`config.mk`:
```
export PLATFORM = sky130hd
export DESIGN_NAME = dmem_access_arbiter
export DESIGN_NICKNAME = d
export VERILOG_FILES = /design/src/rtl/dmem_access_arbiter.sv
export SDC_FILE = /design/constraint.sdc
export NUM_CORES = 1
export LEC_CHECK = 0
export BUFFER_PORTS_ARGS = -buffer_cell sky130_fd_sc_hd__clkbuf_2
export CORE_ASPECT_RATIO = 0.75
export CORE_UTILIZATION = 51
export CTS_BUF_LIST = sky130_fd_sc_hd__clkbuf_16
export DETAILED_ROUTE_END_ITERATION = 12
export GPL_TIMING_DRIVEN = 0
export PLACE_DENSITY = 0.94
export SYNTH_ARGS = -nofsm -noshare
export SYNTH_HDL_FRONTEND = slang
export SYNTH_SLANG_ARGS = --single-unit
```
`constraint.sdc`:
```
create_clock -name clk -period 5.6 [get_ports clk]
set_input_delay 0 -clock clk [delete_from_list [all_inputs] [get_ports clk]]
set_output_delay 0 -clock clk [all_outputs]
set_load 0.01 [all_outputs]
```
`src/rtl/dmem_access_arbiter.sv`:
```
// dmem_access_arbiter
// Shares one single-port data memory between port 0 (pipeline MEM stage) and
// port 1 (debug/program loader). One access per two cycles: an IDLE cycle that
// samples requests and latches the winner, then an ACCESS cycle that drives the
// memory controls. Read data, rvalid and err appear in the cycle after ACCESS.
//
// Optional build macro: DMEM_ARB_ROUND_ROBIN_EN
//   defined   : simultaneous requests alternate (the port that did not win last)
//   undefined : port 0 always wins a tie
//
// state     | meaning
// ----------+--------------------------------------------------------------
// ST_IDLE   | no memory access; sample requests, latch winner's command
// ST_ACCESS | memory controls driven for the latched command; gnt pulses
module dmem_access_arbiter #(
  parameter int DATA_W    = 32,
  parameter int ADDR_W    = 32,
  parameter int MEM_DEPTH = 32
) (
  input  logic              clk,
  input  logic              reset,
  input  logic              p0_req,
  input  logic              p0_we,
  input  logic [ADDR_W-1:0] p0_addr,
  input  logic [DATA_W-1:0] p0_wdata,
  output logic              p0_gnt,
  output logic              p0_rvalid,
  output logic [DATA_W-1:0] p0_rdata,
  output logic              p0_err,
  input  logic              p1_req,
  input  logic              p1_we,
  input  logic [ADDR_W-1:0] p1_addr,
  input  logic [DATA_W-1:0] p1_wdata,
  output logic              p1_gnt,
  output logic              p1_rvalid,
  output logic [DATA_W-1:0] p1_rdata,
  output logic              p1_err,
  output logic [ADDR_W-1:0] mem_addr,
  output logic [DATA_W-1:0] mem_wdata,
  output logic              mem_write,
  output logic              mem_read,
  input  logic [DATA_W-1:0] mem_rdata,
  output logic              busy
);

  typedef enum logic {
    ST_IDLE   = 1'b0,
    ST_ACCESS = 1'b1
  } state_t;

  state_t              state_q;
  state_t              state_d;
  logic                latch_en;
  logic                win_port;
  logic                access;
  logic                in_range;
  logic                lat_we;
  logic                lat_port;
  logic [ADDR_W-1:0]   lat_addr;
  logic [DATA_W-1:0]   lat_wdata;

  assign access   = (state_q == ST_ACCESS);
  // Unsigned full-width compare; no wrap of large addresses into the array.
  assign in_range = (lat_addr < ADDR_W'(MEM_DEPTH));

`ifdef DMEM_ARB_ROUND_ROBIN_EN
  logic last_win_q;

  // Remember which port won the most recent grant (reset favours port 0 next).
  always_ff @(posedge clk or posedge reset) begin
    if (reset) begin
      last_win_q <= 1'b1;
    end else if (latch_en) begin
      last_win_q <= win_port;
    end
  end

  // Tie goes to the port that did not win last; otherwise the lone requester.
  always_comb begin
    win_port = 1'b0;
    if (p0_req && p1_req) begin
      win_port = ~last_win_q;
    end else begin
      win_port = ~p0_req;
    end
  end
`else
  // Fixed priority: port 0 whenever it is requesting.
  always_comb begin
    win_port = ~p0_req;
  end
`endif

  // State register.
  always_ff @(posedge clk or posedge reset) begin
    if (reset) begin
      state_q <= ST_IDLE;
    end else begin
      state_q <= state_d;
    end
  end

  // Next-state: any request in IDLE starts an access; ACCESS always lasts one cycle.
  always_comb begin
    state_d  = state_q;
    latch_en = 1'b0;
    case (state_q)
      ST_IDLE: begin
        if (p0_req || p1_req) begin
          state_d  = ST_ACCESS;
          latch_en = 1'b1;
        end
      end
      ST_ACCESS: begin
        state_d = ST_IDLE;
      end
    endcase
  end

  // Capture the winner's command; these also hold mem_addr/mem_wdata between accesses.
  always_ff @(posedge clk or posedge reset) begin
    if (reset) begin
      lat_we    <= 1'b0;
      lat_port  <= 1'b0;
      lat_addr  <= '0;
      lat_wdata <= '0;
    end else if (latch_en) begin
      lat_port  <= win_port;
      lat_we    <= win_port ? p1_we    : p0_we;
      lat_addr  <= win_port ? p1_addr  : p0_addr;
      lat_wdata <= win_port ? p1_wdata : p0_wdata;
    end
  end

  // Memory controls and grants are pure decodes of the state so reset kills them at once.
  always_comb begin
    busy      = access;
    p0_gnt    = access & ~lat_port;
    p1_gnt    = access &  lat_port;
    mem_addr  = lat_addr;
    mem_wdata = lat_wdata;
    mem_write = access &  lat_we & in_range;
    mem_read  = access & ~lat_we & in_range;
  end

  // Completion: capture read data and raise one-cycle rvalid/err pulses for the granted port.
  always_ff @(posedge clk or posedge reset) begin
    if (reset) begin
      p0_rvalid <= 1'b0;
      p0_err    <= 1'b0;
      p0_rdata  <= '0;
      p1_rvalid <= 1'b0;
      p1_err    <= 1'b0;
      p1_rdata  <= '0;
    end else begin
      p0_rvalid <= 1'b0;
      p0_err    <= 1'b0;
      p1_rvalid <= 1'b0;
      p1_err    <= 1'b0;
      if (access) begin
        if (!lat_port) begin
          p0_rvalid <= ~lat_we;
          p0_err    <= ~in_range;
          if (!lat_we) begin
            p0_rdata <= in_range ? mem_rdata : '0;
          end
        end else begin
          p1_rvalid <= ~lat_we;
          p1_err    <= ~in_range;
          if (!lat_we) begin
            p1_rdata <= in_range ? mem_rdata : '0;
          end
        end
      end
    end
  end

endmodule

```
==> metrics.md <==
| Metric | Value |
|---|---|
| Status | `complete, no violations` |
| CP Buf/Inv Count | `3` |
| Reg2Reg Setup Slack | `3.40 ns` |
| Final Hold Vio Count | `0` |
| Vias in the first global route | `8110` |
| Register area share after synthesis | `51.12%` |
| Worst-Skew Late Latency | `0.42 ns` |
| Max frequency | `0.3785 GHz` |
| Main synth FF type | `dfrtp_1` |
| Hold_ws | `0.2256 ns` |
| TritonRoute pass-1 iters | `6` |
| Max Slew Vio Count | `0` |
| CTS tree | `done` |
| Largest cells by area after synthesis | `dfrtp_1 (51%), o41ai_2 (15%), mux2i_1 (9.8%)` |
| Worst path required time | `5.60 ns` |
| Worst r2r path cells | `5` |
| CP Launch Type | `register` |
| Die W | `133.4 um` |
| PwrDens | `289.0 nW/um2` |
| DRT antenna net count | `0` |
| Leakage power figure | `5.401 nW` |
| Synth cell types | `27` |
| Compound-cell area share of the yosys netlist | `20.67%` |
| Fill cells | `621` |
| Global route total overflow | `0` |
| Final setup TNS | `0 ns` |
| Mean Syn Cell Area | `11.49 um2` |
| Commonest non-fill, non-tap cells in the layout | `clkbuf_2 (301), dlygate4sd3_1 (163), dfrtp_1 (135), nand2_1 (132), o21ai_1 (66)` |
| Finished Core Util | `84.85%` |
| Logic pwr share | `25.8%` |
| Most common cell after layout, fill and taps aside | `clkbuf_2` |
| Reg area | `3378 um2` |
| Detailed-route via count | `7699` |
| Initial DRC count | `660` |
| RSZ-0062 raised after global routing | `no` |
| Setup violators final | `0` |
| Share of power burned in registers | `38.8%` |
| Hold crit path type | `primary input to async pin` |
| Slowest Stage Delay on Critical Path | `0.51 ns` |
| Maximum vdd drop | `244.5 uV` |
| Top-level I/O count | `303` |
| Root Driver | `clkbuf_16` |
| Input/output buffers | `301` |
| Critical Path AT | `2.64 ns` |
| Critical Path End | `mem_read` |
| H-tree Lvls | `4` |
| Yosys top cell area share | `51.12%` |
| CP most frequent cell | `buf_6` |
| CTS resizes | `0` |
| Skew final | `0.01335 ns` |
| Total Power | `0.003049 W` |
| Die H | `100.6 um` |
| GRT Util Overall | `48.33%` |
| Clk buf depth | `2` |
| P_sw | `0.001043 W` |
| Detailed Place HPWL | `16370 um` |
| Initial core utilization | `53.14%` |
| CP max FO | `10` |
| Share of cells above drive strength 1 | `40.76%` |
| CP startpoint | `mem_addr[30]$_DFFE_PP0P_` |
| Yosys reg bits | `135` |
| Core Area | `12440 um2` |
| Max-cap viol count | `0` |
| Drt total wl | `30850 um` |
| Crit. End Element | `output port` |
| DR vias/cell | `6.204` |
| Worst-Margin Slew | `0.8816 ns` |
| Area Overhead vs Synth | `59.67%` |
| EDFF count, synth | `0` |
| RePlAce Congestion | `0.9228` |
| Slowest cell on the critical path | `nor4_2` |
| Number of cell rows | `35` |
| CP top delay family | `simple AND/OR/NAND/NOR gates` |
| Mux contribution to synthesized area | `9.845%` |
| Post-DP Area | `8356 um2` |
| Largest family of logic cells by synthesized area | `compound AO/OA/AOI/OAI gates` |
| Post-synth net total | `741` |
| Cts bufs inserted | `17` |
| Final Cycle Share | `47.18%` |
| DIE AREA | `13420 um2` |
| Final instance area | `10550 um2` |
| Critical path cell sequence | `nor4_2, nand4_1, buf_6, buf_6, nor4b_2, clkbuf_2` |
| Simple-gate share of the synthesized area | `13.57%` |
| Max_slew headroom | `41.23%` |
| Yosys warnings | `0` |
| Initial antenna violation count | `4` |
| Minimum clock period | `2.642 ns` |
| Worst-path clk slew | `0.07 ns` |
| Ys async rst share | `100.0%` |
| Synthesized instance count | `575` |
| First-pass GRT wire length | `47480 um` |
| Largest net degree at the start of global routing | `78` |
| Kind of critical path | `register to output port` |
| Sw Ratio | `34.20%` |
| Post-Synthesis Cell Area | `6609 um2` |
| Clock sinks | `135` |
| Drt wl/cell | `24.86 um` |
| Area of the multi-input gates | `2914 um2` |
| Crit Reg-Reg Endpoint | `p0_rdata[10]$_DFFE_PP0P_` |
| Post-Synth Adder-Cell Area | `0%` |
| Drt drc | `0` |
| Internal power | `0.002007 W` |
| Critical Path Stages | `6` |
| Layout Nets | `1225` |
| Post-synthesis xor/xnor area fraction | `0%` |
| Dominant cell type by area after synthesis | `dfrtp_1` |
| Critical register-to-register path startpoint | `mem_addr[30]$_DFFE_PP0P_` |
| Clock share of power | `35.4%` |
==> final cells by class <==
type | instances | area share, %
clock buffers | 17 | 4.031
flip-flops and latches | 135 | 32.01
clock inverters | 15 | 1.257
repair buffers | 465 | 30.00
well taps | 166 | 1.968
plain buffers | 55 | 2.786
diodes | 3 | 0.07114
inverters | 6 | 0.2608
multi-input cells | 379 | 27.61
==> worst min-delay path, cell delays in order <==
cell and delay [ns]:
dlygate4sd3_1 0.56, clkbuf_2 0.14, inv_6 0.40
==> state kept, by name, indices dropped and copies added, names as in the netlist <==
register,flops
mem_addr,32
mem_wdata,32
p0_rdata,32
p1_rdata,32
busy,1
lat_port,1
lat_we,1
p0_err,1
p0_rvalid,1
p1_err,1
p1_rvalid,1
==> per-stage QoR <==
step	std cells	setup slack (ns)
CTS	1238	3.060
global placement	1042	0.5343
floorplan	575	1.989
global route	1241	2.923
detailed placement	1043	3.501
finish	1241	2.958
==> synthesized netlist by cell type, drive strengths merged (2+ instances only) <==
library cell    n
nand2         133
o21ai          66
nand3b         33
o41ai          64
mux2i          65
inv             6
a21oi           2
nor4            6
buf            33
clkbuf         22
dfrtp         135
==> power groups by stage <==
stage	clock [W]	sequential, W	combinational, W
6_report	0.00108	0.00118	0.000787
5_1_grt	0.00112	0.00119	0.000832
4_1_cts	0.00106	0.00116	0.000716
3_5_place_dp	0	0.00118	0.000610
3_3_place_gp	0	0.00117	0.000587
2_1_floorplan	0	0.00121	0.000288
==> worst min path at each step <==
stage | endpoint | slack, ns | depth (start not counted)
4_1_cts | p0_rdata[3]$_DFFE_PP0P_ | 0.22 | 3
2_1_floorplan | lat_we$_DFFE_PP0P_ | 0.18 | 2
3_3_place_gp | mem_wdata[2]$_DFFE_PP0P_ | 0.27 | 3
5_1_grt | p0_rdata[3]$_DFFE_PP0P_ | 0.26 | 3
6_report | p0_rdata[3]$_DFFE_PP0P_ | 0.23 | 3
3_5_place_dp | p0_rdata[3]$_DFFE_PP0P_ | 0.1 | 2
==> timing repair <==
item,CTS,global route
hold endpoints to repair,187,0
setup buffers,0,0
endpoints found under the setup margin,0,0
hold buffers,163,0
==> logic make-up after synthesis <==
family / count (synthesis)
AND/OR/NAND/NOR: 181
buffers and inverters: 61
AO/OA/AOI/OAI: 133
multiplexers: 65
flip-flops: 135
==> layer usage <==
metal	routed length, um	track usage [%]	vias up
li1	-	-	3060
met1	10730	53.03	3682
met2	14600	77.04	696
met3	2843	16.99	257
met4	2626	37.67	4
met5	46	6.296	-
No activity file was read; power rests on OpenSTA's default activity.
